===== src/rtl/sound_pkg.sv =====
// Shared definitions for the sound recorder session controller.
// Holds the session state encoding, default timing/memory constants and the
// playback midscale helper.
package sound_pkg;

  typedef enum logic [1:0] {
    IDLE   = 2'd0,
    RECORD = 2'd1,
    PLAY   = 2'd2
  } state_e;

  localparam int unsigned SAMPLE_INTERVAL_CLK = 6000;
  localparam int unsigned MEMORY_SIZE         = 32768;
  localparam int unsigned DEF_DATA_W          = 10;

  // Silent output level for an unsigned sample of width w.
  function automatic int unsigned midscale_of(input int unsigned w);
    return 32'(1) << (w - 1);
  endfunction

  localparam int unsigned MIDSCALE = midscale_of(DEF_DATA_W);

endpackage


===== src/rtl/sound_session_ctrl_button_debouncer.sv =====
// Button front end: 2-FF synchronizer, debounce counter and press pulse.
// Ports:
//   clk, reset_n_clk : clock, asynchronous active-low reset
//   btn_n_i          : raw active-low button, asynchronous
//   press_o          : one-cycle pulse on a debounced 1->0 transition
module button_debouncer #(
  parameter int unsigned DEBOUNCE_CLK = 1250000
) (
  input  logic clk,
  input  logic reset_n_clk,
  input  logic btn_n_i,
  output logic press_o
);

  localparam int unsigned      CNT_W    = $clog2(DEBOUNCE_CLK + 1);
  localparam logic [CNT_W-1:0] CNT_LAST = CNT_W'(DEBOUNCE_CLK - 1);

  logic             sync1_q, sync2_q;
  logic             level_q, level_d;
  logic             press_q, press_d;
  logic [CNT_W-1:0] cnt_q, cnt_d;

  // Synchronizer, debounced level, stability counter and press pulse.
  always_ff @(posedge clk or negedge reset_n_clk) begin
    if (!reset_n_clk) begin
      sync1_q <= 1'b1;
      sync2_q <= 1'b1;
      level_q <= 1'b1;
      cnt_q   <= '0;
      press_q <= 1'b0;
    end else begin
      sync1_q <= btn_n_i;
      sync2_q <= sync1_q;
      level_q <= level_d;
      cnt_q   <= cnt_d;
      press_q <= press_d;
    end
  end

  // Level follows the input only after DEBOUNCE_CLK consecutive differing
  // cycles; any matching cycle restarts the count.
  always_comb begin
    level_d = level_q;
    cnt_d   = '0;
    if (sync2_q != level_q) begin
      if (cnt_q == CNT_LAST) begin
        level_d = sync2_q;
      end else begin
        cnt_d = CNT_W'(cnt_q + 1'b1);
      end
    end
    press_d = level_q & ~level_d;
  end

  assign press_o = press_q;

endmodule


===== src/rtl/sound_session_ctrl.sv =====
// Session sequencer for the sound recorder: turns record/play/stop buttons
// into mutually exclusive IDLE/RECORD/PLAY sessions and paces playback.
// Ports:
//   clk, reset_n_clk     : clock, asynchronous active-low reset
//   btn_*_n              : raw active-low buttons (record, play, stop)
//   write_pointer        : recorded sample count from the recorder
//   read_data            : memory read data for read_pointer
//   record_n             : low while recording
//   read_pointer         : playback address
//   sample_out/_valid    : playback sample and its one-cycle update strobe
//   state                : 0=IDLE, 1=RECORD, 2=PLAY
//   mem_full             : write_pointer at its saturation value
module sound_session_ctrl #(
  parameter int unsigned SAMPLE_INTERVAL_CLK = sound_pkg::SAMPLE_INTERVAL_CLK,
  parameter int unsigned MEMORY_SIZE         = sound_pkg::MEMORY_SIZE,
  parameter int unsigned ADDR_W              = 15,
  parameter int unsigned DATA_W              = sound_pkg::DEF_DATA_W,
  parameter int unsigned DEBOUNCE_CLK        = 1250000,
  parameter int unsigned READ_LATENCY        = 2
) (
  input  logic              clk,
  input  logic              reset_n_clk,
  input  logic              btn_record_n,
  input  logic              btn_play_n,
  input  logic              btn_stop_n,
  input  logic [ADDR_W-1:0] write_pointer,
  input  logic [DATA_W-1:0] read_data,
  output logic              record_n,
  output logic [ADDR_W-1:0] read_pointer,
  output logic [DATA_W-1:0] sample_out,
  output logic              sample_valid,
  output logic [1:0]        state,
  output logic              mem_full
);

  import sound_pkg::*;

  localparam int unsigned       TICK_W    = $clog2(SAMPLE_INTERVAL_CLK + 1);
  localparam logic [TICK_W-1:0] TICK_LAST = TICK_W'(SAMPLE_INTERVAL_CLK - 1);
  localparam logic [DATA_W-1:0] MID       = DATA_W'(midscale_of(DATA_W));
  localparam logic [ADDR_W-1:0] FULL_PTR  = ADDR_W'(MEMORY_SIZE - 1);

  // The pointer is held for a whole sample interval, which must cover the read latency.
  if (READ_LATENCY >= SAMPLE_INTERVAL_CLK) begin : g_bad_latency
    $error("READ_LATENCY must be smaller than SAMPLE_INTERVAL_CLK");
  end

  logic rec_press, play_press, stop_press;

  button_debouncer #(.DEBOUNCE_CLK(DEBOUNCE_CLK)) u_db_record (
    .clk(clk), .reset_n_clk(reset_n_clk), .btn_n_i(btn_record_n), .press_o(rec_press)
  );
  button_debouncer #(.DEBOUNCE_CLK(DEBOUNCE_CLK)) u_db_play (
    .clk(clk), .reset_n_clk(reset_n_clk), .btn_n_i(btn_play_n), .press_o(play_press)
  );
  button_debouncer #(.DEBOUNCE_CLK(DEBOUNCE_CLK)) u_db_stop (
    .clk(clk), .reset_n_clk(reset_n_clk), .btn_n_i(btn_stop_n), .press_o(stop_press)
  );

  state_e              state_q, state_d;
  logic [ADDR_W-1:0]   rp_q, rp_d;
  logic [TICK_W-1:0]   tick_q, tick_d;
  logic [DATA_W-1:0]   sample_q, sample_d;
  logic                valid_q, valid_d;
  logic                record_n_q, record_n_d;
  logic                full_c;
  logic [ADDR_W-1:0]   last_rp_c;

  // Direct compare so mem_full tracks write_pointer without lag.
  assign full_c    = (write_pointer == FULL_PTR);
  assign last_rp_c = ADDR_W'(write_pointer - 1'b1);

  // State and output registers.
  always_ff @(posedge clk or negedge reset_n_clk) begin
    if (!reset_n_clk) begin
      state_q    <= IDLE;
      rp_q       <= '0;
      tick_q     <= '0;
      sample_q   <= MID;
      valid_q    <= 1'b0;
      record_n_q <= 1'b1;
    end else begin
      state_q    <= state_d;
      rp_q       <= rp_d;
      tick_q     <= tick_d;
      sample_q   <= sample_d;
      valid_q    <= valid_d;
      record_n_q <= record_n_d;
    end
  end

  // Session transitions and playback pacing; one event per cycle, stop > record > play.
  always_comb begin
    state_d  = state_q;
    rp_d     = rp_q;
    tick_d   = tick_q;
    sample_d = sample_q;
    valid_d  = 1'b0;
    case (state_q)
      IDLE: begin
        sample_d = MID;
        rp_d     = '0;
        tick_d   = '0;
        if (stop_press) begin
          state_d = IDLE;
        end else if (rec_press) begin
          if (!full_c) state_d = RECORD;
        end else if (play_press && (write_pointer != '0)) begin
          state_d = PLAY;
        end
      end
      RECORD: begin
        sample_d = MID;
        rp_d     = '0;
        if (stop_press || full_c) state_d = IDLE;
      end
      PLAY: begin
        if (stop_press) begin
          state_d  = IDLE;
          rp_d     = '0;
          tick_d   = '0;
          sample_d = MID;
        end else if (tick_q == TICK_LAST) begin
          // read_pointer has been stable all interval, so read_data is settled.
          sample_d = read_data;
          valid_d  = 1'b1;
          tick_d   = '0;
          if (rp_q == last_rp_c) begin
            state_d = IDLE;
            rp_d    = '0;
          end else begin
            rp_d = ADDR_W'(rp_q + 1'b1);
          end
        end else begin
          tick_d = TICK_W'(tick_q + 1'b1);
        end
      end
      default: state_d = IDLE;
    endcase
    // Follows the next state so record_n and RECORD change in the same cycle.
    record_n_d = (state_d != RECORD);
  end

  assign record_n     = record_n_q;
  assign read_pointer = rp_q;
  assign sample_out   = sample_q;
  assign sample_valid = valid_q;
  assign state        = state_q;
  assign mem_full     = full_c;

endmodule

===== config.mk =====
export PLATFORM = sky130hd
export DESIGN_NAME = sound_session_ctrl
export DESIGN_NICKNAME = d
export VERILOG_FILES = /design/src/rtl/sound_pkg.sv /design/src/rtl/sound_session_ctrl_button_debouncer.sv /design/src/rtl/sound_session_ctrl.sv
export SDC_FILE = /design/constraint.sdc
export NUM_CORES = 1
export LEC_CHECK = 0
export ABC_AREA = 1
export CORE_MARGIN = 1
export CORE_UTILIZATION = 50
export CTS_CLUSTER_SIZE = 10
export DETAILED_ROUTE_END_ITERATION = 7
export PLACE_DENSITY_LB_ADDON = 0.25
export SLEW_MARGIN = 5
export SYNTH_ARGS = -nofsm -noshare
export SYNTH_HDL_FRONTEND = slang
export SYNTH_SLANG_ARGS = --single-unit

===== constraint.sdc =====
create_clock -name clk -period 2.75 [get_ports clk]
set_input_delay 0.55 -clock clk [delete_from_list [all_inputs] [get_ports clk]]
set_output_delay 0.55 -clock clk [all_outputs]
set_load 0.01 [all_outputs]

======== Yosys cells after proc, flatten, opt, wreduce, memory -nomap -nowiden ========
Cells that the tools add are included.
word-level totals
  logic and storage cells ................. 88
  bits in registers ....................... 117
  input port bits ......................... 30
cells by class
  reduce and logical (&&, ||, !) cells .... 8
  multiplexer cells ....................... 34
  bitwise logic cells ..................... 6
  equal/unequal tests ..................... 13
  $add $sub $neg .......................... 6
operator list
  operator                                            number
  two-way mux 21 bit                                  6
  adder 21 x 1 -> 21 bit, second input constant       3
  equality test 21 bit, second input constant         3
  two-way mux 15 bit                                  3
  one-hot mux 15 bit (2 select lines)                 1
  two-way mux 13 bit                                  2
  one-hot mux 13 bit (2 select lines)                 1
  two-way mux 10 bit                                  2
  one-hot mux 10 bit (2 select lines)                 1
  two-way mux 2 bit                                   8
  adder 15 x 1 -> 15 bit, second input constant       1
  equality test 15 bit                                1
  equality test 15 bit, second input constant         1
  nonzero test 15 bit                                 1
  subtractor 15 x 1 -> 15 bit, second input constant  1
  adder 13 x 1 -> 13 bit, second input constant       1
  equality test 13 bit, second input constant         1
  two-way mux 1 bit                                   9
  one-hot mux 2 bit (3 select lines)                  1
  nonzero test 2 bit                                  2
  AND 1 bit                                           3
  != test 1 bit                                       3
  != test 3 x 2 -> 1 bit, second input constant       1
  NOT 1 bit                                           3
  other kinds (8)                                     8

======== Depth between registers and ports, before layout ========
Gate-level depths: netlist of run 1.
  depth after elaboration ................. 7
  depth in mapped cells ................... 12

======== Hierarchy ========
A second synthesis of run 1 with hierarchy kept.
unflattened totals
  cells, all modules ...................... 952
  area, all modules ....................... 6935.4 µm²
by module, submodules not included
  module                             instances  area each (µm²)  cells each
  sound_session_ctrl                 1          2792.7           406
  button_debouncer at u_db_play ...  2          1375.1           184
  button_debouncer at u_db_record    1          1392.6           178

======== Worst setup path before layout of run 1 ========
No wires, ideal clock.
  path kind ............................... input to register
  from .................................... input write_pointer[0]
  to ...................................... register state_q[1] (netlist: state[1])
  buffers on the path ..................... 0
  data required time ...................... 2.626 ns
  path slack .............................. 0.794 ns
  data arrival time ....................... 1.832 ns
  cell stages on the path ................. 10
  library setup time ...................... 0.124 ns
  cells stage by stage .................... inv_1 ha_1 nand3_4 nor2_8 xor2_1 nand3_1 nor2_2 nand3_4 nand2_8 nand3_2
between the ends
  cells in the longest elaborated chain, start to end .. 6
  elaborated cells between the ends (all ways) .. 15
  classes of those cells .................. 1 x add/sub; 2 x eq/ne; 9 x mux; 3 x reduce/logical
ends and longest elaborated chain
  item                                                                RTL line                                              text
  from (decl)                                                         sound_session_ctrl.sv:26                              input logic [ADDR_W-1:0] write_pointer,
  subtractor 15 x 1 -> 15 bit or nonzero test 15 bit (tied branches)  sound_session_ctrl.sv:71, sound_session_ctrl.sv:108
  equality test 15 bit or logical AND 1 bit (tied branches)           sound_session_ctrl.sv:128, sound_session_ctrl.sv:108
  two-way mux 2 bit (on tied branches)                                sound_session_ctrl.sv:128, sound_session_ctrl.sv:108
  two-way mux 2 bit (on tied branches)                                sound_session_ctrl.sv:123, sound_session_ctrl.sv:106
  two-way mux 2 bit (on tied branches)                                sound_session_ctrl.sv:118, sound_session_ctrl.sv:104
  one-hot mux 2 bit (3 select lines) *                                sound_session_ctrl.sv:99                              case (state_q)
  named net state_d[1]                                                sound_session_ctrl.sv:60                              state_e state_q, state_d;
  to (signal assigned)                                                sound_session_ctrl.sv:83                              state_q <= state_d;
  to (decl)                                                           sound_session_ctrl.sv:60
The timed path passes the listed nets; every way through them passes the cells marked *.
A chain may end at the register's enable or synchronous reset.

======== Worst setup path in the final report of run 1 ========
  from .................................... input write_pointer[1]
  to ...................................... output mem_full
between the ends
  cells in the longest elaborated chain, start to end .. 1
ends and longest elaborated chain
  item                  RTL line                  text
  equality test 15 bit  sound_session_ctrl.sv:70  assign full_c = (write_pointer == FULL_PTR);
  to (decl)             sound_session_ctrl.sv:33  output logic mem_full
Every way passes these cells.

==> run summary, run 1 <==
outcome - finished, final reports clean
via density per instance - 5.24
met3 wire len - 654 um
reg2reg path depth - 8
Post-Synth Simple-Gate Area - 32.9%
Max stage delay on crit path - 490 ps
Final Max Slew Viols - 0
most frequent cell after synthesis - nand2_1
Synth Area in Adders - 1.32%
Compound-Gate Fraction of Synth Area - 9.67%
initial antenna violation count - 0
Synth top cells by count - nand2_1 (160), dfrtp_1 (106), inv_1 (96)
LEAKAGE - 0.00363 uW
core area - 12800 um2
CP Data Arrival Time - 2080 ps
Total Wirelength - 14.8 mm
Final Hold Viols - 0
Async S/R FF share, synth - 100%
Required @ worst endpoint - 2200 ps
CP max stage cell - clkdlybuf4s50_1
Post-Syn Instances - 815
Crit Path Class - input port to output pin
final setup violation count - 0
final core occ - 64.2%
Distinct cells, synth - 52
worst hold slack - 120 ps
maximum fanout along the worst path - 2
Post-CTS Setup Bufs - 0
row cnt - 41
Avg Synthesized Cell Area - 8.16 um2
root buf cell - clkbuf_16
worst skew pair latency - 410 ps
first-pass GRT wire length - 25.4 mm
crit start category - input port
largest net degree at the start of global routing - 40
xor and xnor fraction of the mapped netlist area - 4.74%
combinational family with the most area after synthesis - simple AND/OR/NAND/NOR gates
Clk pin slew, worst setup/hold paths - 50 ps
Initial Utilization - 52.1%
Peak VDD IR - 0.000452 V
top cell type by total area after synthesis - dfrtp_1
final worst path period share - 95.7%
IO Pins - 60
Final Power - 4250 uW
layout cells sized above 1 - 16.0%
Synth Warn # - 0
Met1 Wirelength - 7.40 mm
Filler cells - 1080
post-synthesis mux area share - 0%
final std cells w/o fill - 1091
Seq/Total Area, Yosys - 44.2%
crit-path cells - clkdlybuf4s50_1, ha_1, nand4_1, or4_1, nor2_1, dlygate4sd2_1
Max Freq - 0.380 GHz
met2 WL - 6.64 mm
Hold Crit Class - input port to async pin
CTS Sinks - 117
I/O Buffers - 59
H-tree lvl count - 4
skew final - 6.29 ps
# DRC - 0
Slew @ Worst Pin - 626 ps
gpl congestion - 0.842
Mapped Nets - 852
relative slew slack - 58.0%
DP HPWL - 10.7 mm
ant diodes - 0
area of the die - 13800 um2
RSZ-0062 raised after global routing - false
Inst Count DP - 1059
Final min period - 2630 ps
CTS tree - yes
Primary FF master, synth - dfrtp_1
drt pass-1 iters - 5
Die H - 117 um
crit end category - output pin
# nets final - 943
share of the synthesized area in the top cell type - 39.9%
Max clock buf depth - 2
top cells by area, synth - dfrtp_1 (40%), nand2_1 (9.0%), inv_1 (5.4%), nor2_1 (5.0%), dfstp_2 (4.3%)
cts bufs inserted - 17
Top Metal Used - met4
Avg WL per Cell - 13.6 um
#FFs+latches synth - 117
initial detailed-routing violation count - 493
max_cap viols - 0
via count - 5713
vias in the first global route - 5368
total track usage - 22.8%
aggregate global routing overflow - 0
Layout area overhead - 23.2%
Cell Pwr Density - 519 nW/um2
Routed Antenna Nets - 0
Post-Syn Area - 6650 um2
number of enable flip-flop cells after synthesis - 0
DIE WIDTH - 117 um
-- layer usage --
layer	global-route usage [%]	vias up
li1	-	2882
met3	6.03	12
met2	35.1	113
met1	31.6	2706
met5	0	-
met4	6.09	0
-- final cells by class --
cell class,count,area (um2),share of cell area (%)
multi-input combinational,578,3230,39.5
sequential,117,2940,35.9
timing repair buffer,83,779,9.51
clock buffer,24,492,6.00
inverter,109,410,5.01
tap,172,215,2.63
clock inverter,8,124,1.51
-- path summary, 6_finish.rpt --
kind | slack (ps) | to | from
min | 120 | u_db_stop.cnt_q[17] | reset_n_clk
max in group asynchronous | 1870 | u_db_play.sync2_q | reset_n_clk
max | 120 | mem_full | write_pointer[1]
min in group clk | 350 | u_db_stop.sync2_q | u_db_stop.sync1_q
max reg2reg | 710 | u_db_play.cnt_q[4] | u_db_play.cnt_q[0]
min reg2reg | 350 | u_db_stop.sync2_q | u_db_stop.sync1_q
-- cell usage in the layout (no fill, tap or decap), drive strengths merged, types with 25 or more instances in the layout --
| master | instances |
|---|---|
| nand3 | 47 |
| inv | 108 |
| nor3 | 42 |
| dfrtp | 106 |
| nor2 | 112 |
| nand2 | 169 |
| a21oi | 40 |
| nand4 | 25 |
| o21ai | 46 |
| buf | 25 |
| clkdlybuf4s50 | 57 |
-- logic make-up (layout without fill, tap and decap cells) --
group / after synthesis / in the layout
simple gates: 427 / 427
buf+inv: 120 / 224
fa+ha+maj: 7 / 7
xor+xnor: 36 / 36
compound gates: 108 / 108
flops: 117 / 117
-- state kept, by name, indices dropped and copies added (netlist names), 2 cells and up --
name	count
u_db_stop.cnt_q	21
u_db_record.cnt_q	21
tick_q	13
state	2
sample_out	10
u_db_play.cnt_q	21
read_pointer	15
-- power breakdown --
group          internal (uW)  switching [uW]
clock network           1520             764
logic                   93.8             117
registers               1740            13.0
total                   3350             895
-- worst max-delay path, delay by kind of cell --
kind | cells | cell delay, ps
buffers and inverters | 2 | 750
adder cells (fa/ha/maj) | 1 | 160
AND/OR/NAND/NOR | 3 | 610
-- repair_timing --
action,CTS,global route
setup endpoints to repair,1,0
hold buffers,0,0
resized for setup,1,0
-- through the flow --
step | setup TNS (ps) | instance area, um2 | setup slack, ps
3_3_place_gp | -131 | 7580 | -131
4_1_cts | 0 | 8200 | 117
5_1_grt | 0 | 8200 | 63.6
3_5_place_dp | -145 | 7580 | -145
6_report | 0 | 8200 | 120
2_1_floorplan | 0 | 6650 | 794
No activity file was read; power rests on OpenSTA's default activity.
==> run 2, diff against run 1 <==
--- a/config.mk
+++ b/config.mk
@@ -11,6 +11,7 @@
 export CTS_CLUSTER_SIZE = 10
 export DETAILED_ROUTE_END_ITERATION = 7
 export PLACE_DENSITY_LB_ADDON = 0.25
+export REMOVE_ABC_BUFFERS = 1
 export SLEW_MARGIN = 5
 export SYNTH_ARGS = -nofsm -noshare
 export SYNTH_HDL_FRONTEND = slang
==> run 2 against run 1 <==
Effect of this change:
- sequential power hardly changed
- non-clock buffer count is 3 lower
- core utilization hardly changed
- critical path depth stayed put
- register-to-register slack worse by 190 ps
- wire length is 2.0% lower
- setup slack better by 16 ps
- global-route usage hardly changed
- clock skew is 5.3 ps higher
- maximum frequency is 0.63% higher
- count of clock-buffer cells in the layout is 6 lower
- critical path type unchanged
- largest cell class unchanged
==> run summary, run 2 (synthesis results as in run 1) <==
outcome - finished, final reports clean
core area - 12800 um2 (unchanged)
total track usage - 22.8% (about the same)
dpl ws - -134 ps (+11.0 ps)
Final Max Slew Viols - 0 (unchanged)
final setup violation count - 0 (unchanged)
commonest cells after routing, fill and taps aside - nand2_1 (160), dfrtp_1 (106), inv_1 (96)
Largest regs - u_db_play.cnt_q (21), u_db_record.cnt_q (21), u_db_stop.cnt_q (21)
gpl congestion - 0.870 (+3.3%)
skew final - 11.6 ps (+5.28 ps)
Max clock buf depth - 2 (unchanged)
row cnt - 41 (unchanged)
Total Wirelength - 14.5 mm (-2.0%)
crit end category - output pin
Routed Antenna Nets - 0 (unchanged)
DP HPWL - 10.4 mm (-2.9%)
CTS tree - yes
CTS resizes - 1 (unchanged)
CP max stage cell - clkdlybuf4s50_1
reg-to-reg slack, setup - 520 ps (-190 ps)
# nets final - 940 (-0.32%)
DIE WIDTH - 117 um (unchanged)
Required @ worst endpoint - 2200 ps (about the same)
RSZ-0062 raised after global routing - false
Layout area overhead - 23.2% (about the same)
area of the die - 13800 um2 (unchanged)
Avg WL per Cell - 13.4 um (-1.8%)
maximum fanout along the worst path - 2 (unchanged)
Slew @ Worst Pin - 749 ps (+123 ps)
Clk pin slew, worst setup/hold paths - 50 ps (about the same)
crit-path cells - clkdlybuf4s50_1, ha_1, nand4_1, or4_1, nor2_1, dlygate4sd2_1
reg2reg end - read_pointer[6]
Crit Path Class - input port to output pin
Peak VDD IR - 0.000430 V (-4.9%)
largest net degree at the start of global routing - 61 (+53%)
drt pass-1 iters - 5 (unchanged)
most common cell after layout, fill and taps aside - nand2_1
# DRC - 0 (unchanged)
layout cells sized above 1 - 15.9% (-0.057 points)
Post-CTS Setup Bufs - 0 (unchanged)
via density per instance - 5.20 (-0.78%)
Cell Pwr Density - 529 nW/um2 (+2.1%)
LEAKAGE - 0.00362 uW (-0.18%)
Die H - 117 um (unchanged)
via count - 5653 (-1.1%)
Initial Utilization - 52.1% (unchanged)
reg-to-reg startpoint - state[0]
Filler cells - 1066 (-1.3%)
cts bufs inserted - 17 (unchanged)
IO Pins - 60 (unchanged)
I/O Buffers - 59 (unchanged)
CTS Hold Bufs - 0 (unchanged)
register area - 2940 um2 (unchanged)
Max Freq - 0.383 GHz (+0.63%)
Final Hold Viols - 0 (unchanged)
crit start category - input port
area of the multi-input gates - 3230 um2 (unchanged)
max_cap viols - 0 (unchanged)
CTS Sinks - 117 (unchanged)
vias in the first global route - 5469 (+1.9%)
Final WS setup - 136 ps (+16.4 ps)
CP Data Arrival Time - 2060 ps (-20 ps)
first-pass GRT wire length - 25.4 mm (-0.19%)
Final min period - 2610 ps (-16.4 ps)
root buf cell - clkbuf_16
aggregate global routing overflow - 0 (unchanged)
final core occ - 64.2% (about the same)
initial detailed-routing violation count - 304 (-38%)
reg2reg path depth - 9 (+1)
Max stage delay on crit path - 490 ps (about the same)
worst skew pair latency - 420 ps (about the same)
initial antenna violation count - 0 (unchanged)
ant diodes - 0 (unchanged)
H-tree lvl count - 4 (unchanged)
relative slew slack - 49.9% (-8.1 points)
final worst path period share - 95.1% (-0.60 points)
Hold Crit Class - input port to async pin
run 2: cell types whose count changed in the layout (fill, tap and decap cells not counted), sizes merged:
cell	delta
bufinv	+2
clkinv	+3
buf	-3
clkbuf	-6
clkinvlp	+1
run 2: worst max path at each step:
stage / cells past startpoint / end / from
after detailed placement: 6 / mem_full / write_pointer[0]
final: 6 / mem_full / write_pointer[0]
after global routing: 6 / mem_full / write_pointer[0]
after CTS: 6 / mem_full / write_pointer[0]
after global placement: 6 / mem_full / write_pointer[0]
after floorplan: 9 / read_pointer[6] / state[0]
run 2: power breakdown:
part	leakage (uW)	internal, uW	switching (uW)	total, uW
Clock	0.000306	1600	777	2380
Combinational	0.00182	91.0	115	206
Sequential	0.00149	1740	13.4	1760
Total	0.00362	3430	905	4340
run 2: layout make-up:
type	instances	share of cell area (%)
multi-input combinational	578	39.4
sequential	117	35.9
timing repair buffer	80	9.24
clock buffer	18	5.24
inverter	109	5.01
tap	172	2.63
clock inverter	14	2.56
run 2: worst max-delay path: cells and delay by family:
family / cells / cell delay, ps
fa+ha+maj: 1 / 160
simple gates: 3 / 600
buf+inv: 2 / 750
run 2: metal layers:
metal	up-vias	GRT usage (%)	part of all wire (%)
met5	-	0	0
met4	0	8.28	1.6
met3	20	4.72	3.7
met2	121	37.1	47
met1	2649	29.9	48
li1	2863	-	-
run 2: stage by stage:
step	power (uW)	TNS, ps	cell area, um2	hold slack, ps	instances
6_report	4340	0	8200	63.5	1088
5_1_grt	4490	0	8200	92.7	1088
4_1_cts	4380	0	8200	70.2	1088
3_5_place_dp	1990	-134	7560	348	1056
3_3_place_gp	1990	-142	7560	346	1056
2_1_floorplan	1870	0	6590	254	804
==> run 3, diff against run 2 <==
--- a/config.mk
+++ b/config.mk
@@ -6,6 +6,8 @@
 export NUM_CORES = 1
 export LEC_CHECK = 0
 export ABC_AREA = 1
+export ABC_CLOCK_PERIOD_IN_PS = 2750
+export CAP_MARGIN = 10
 export CORE_MARGIN = 1
 export CORE_UTILIZATION = 50
 export CTS_CLUSTER_SIZE = 10
==> results of run 3 <==
Same layout as run 2: the final DEF is identical, and so are final timing and power.
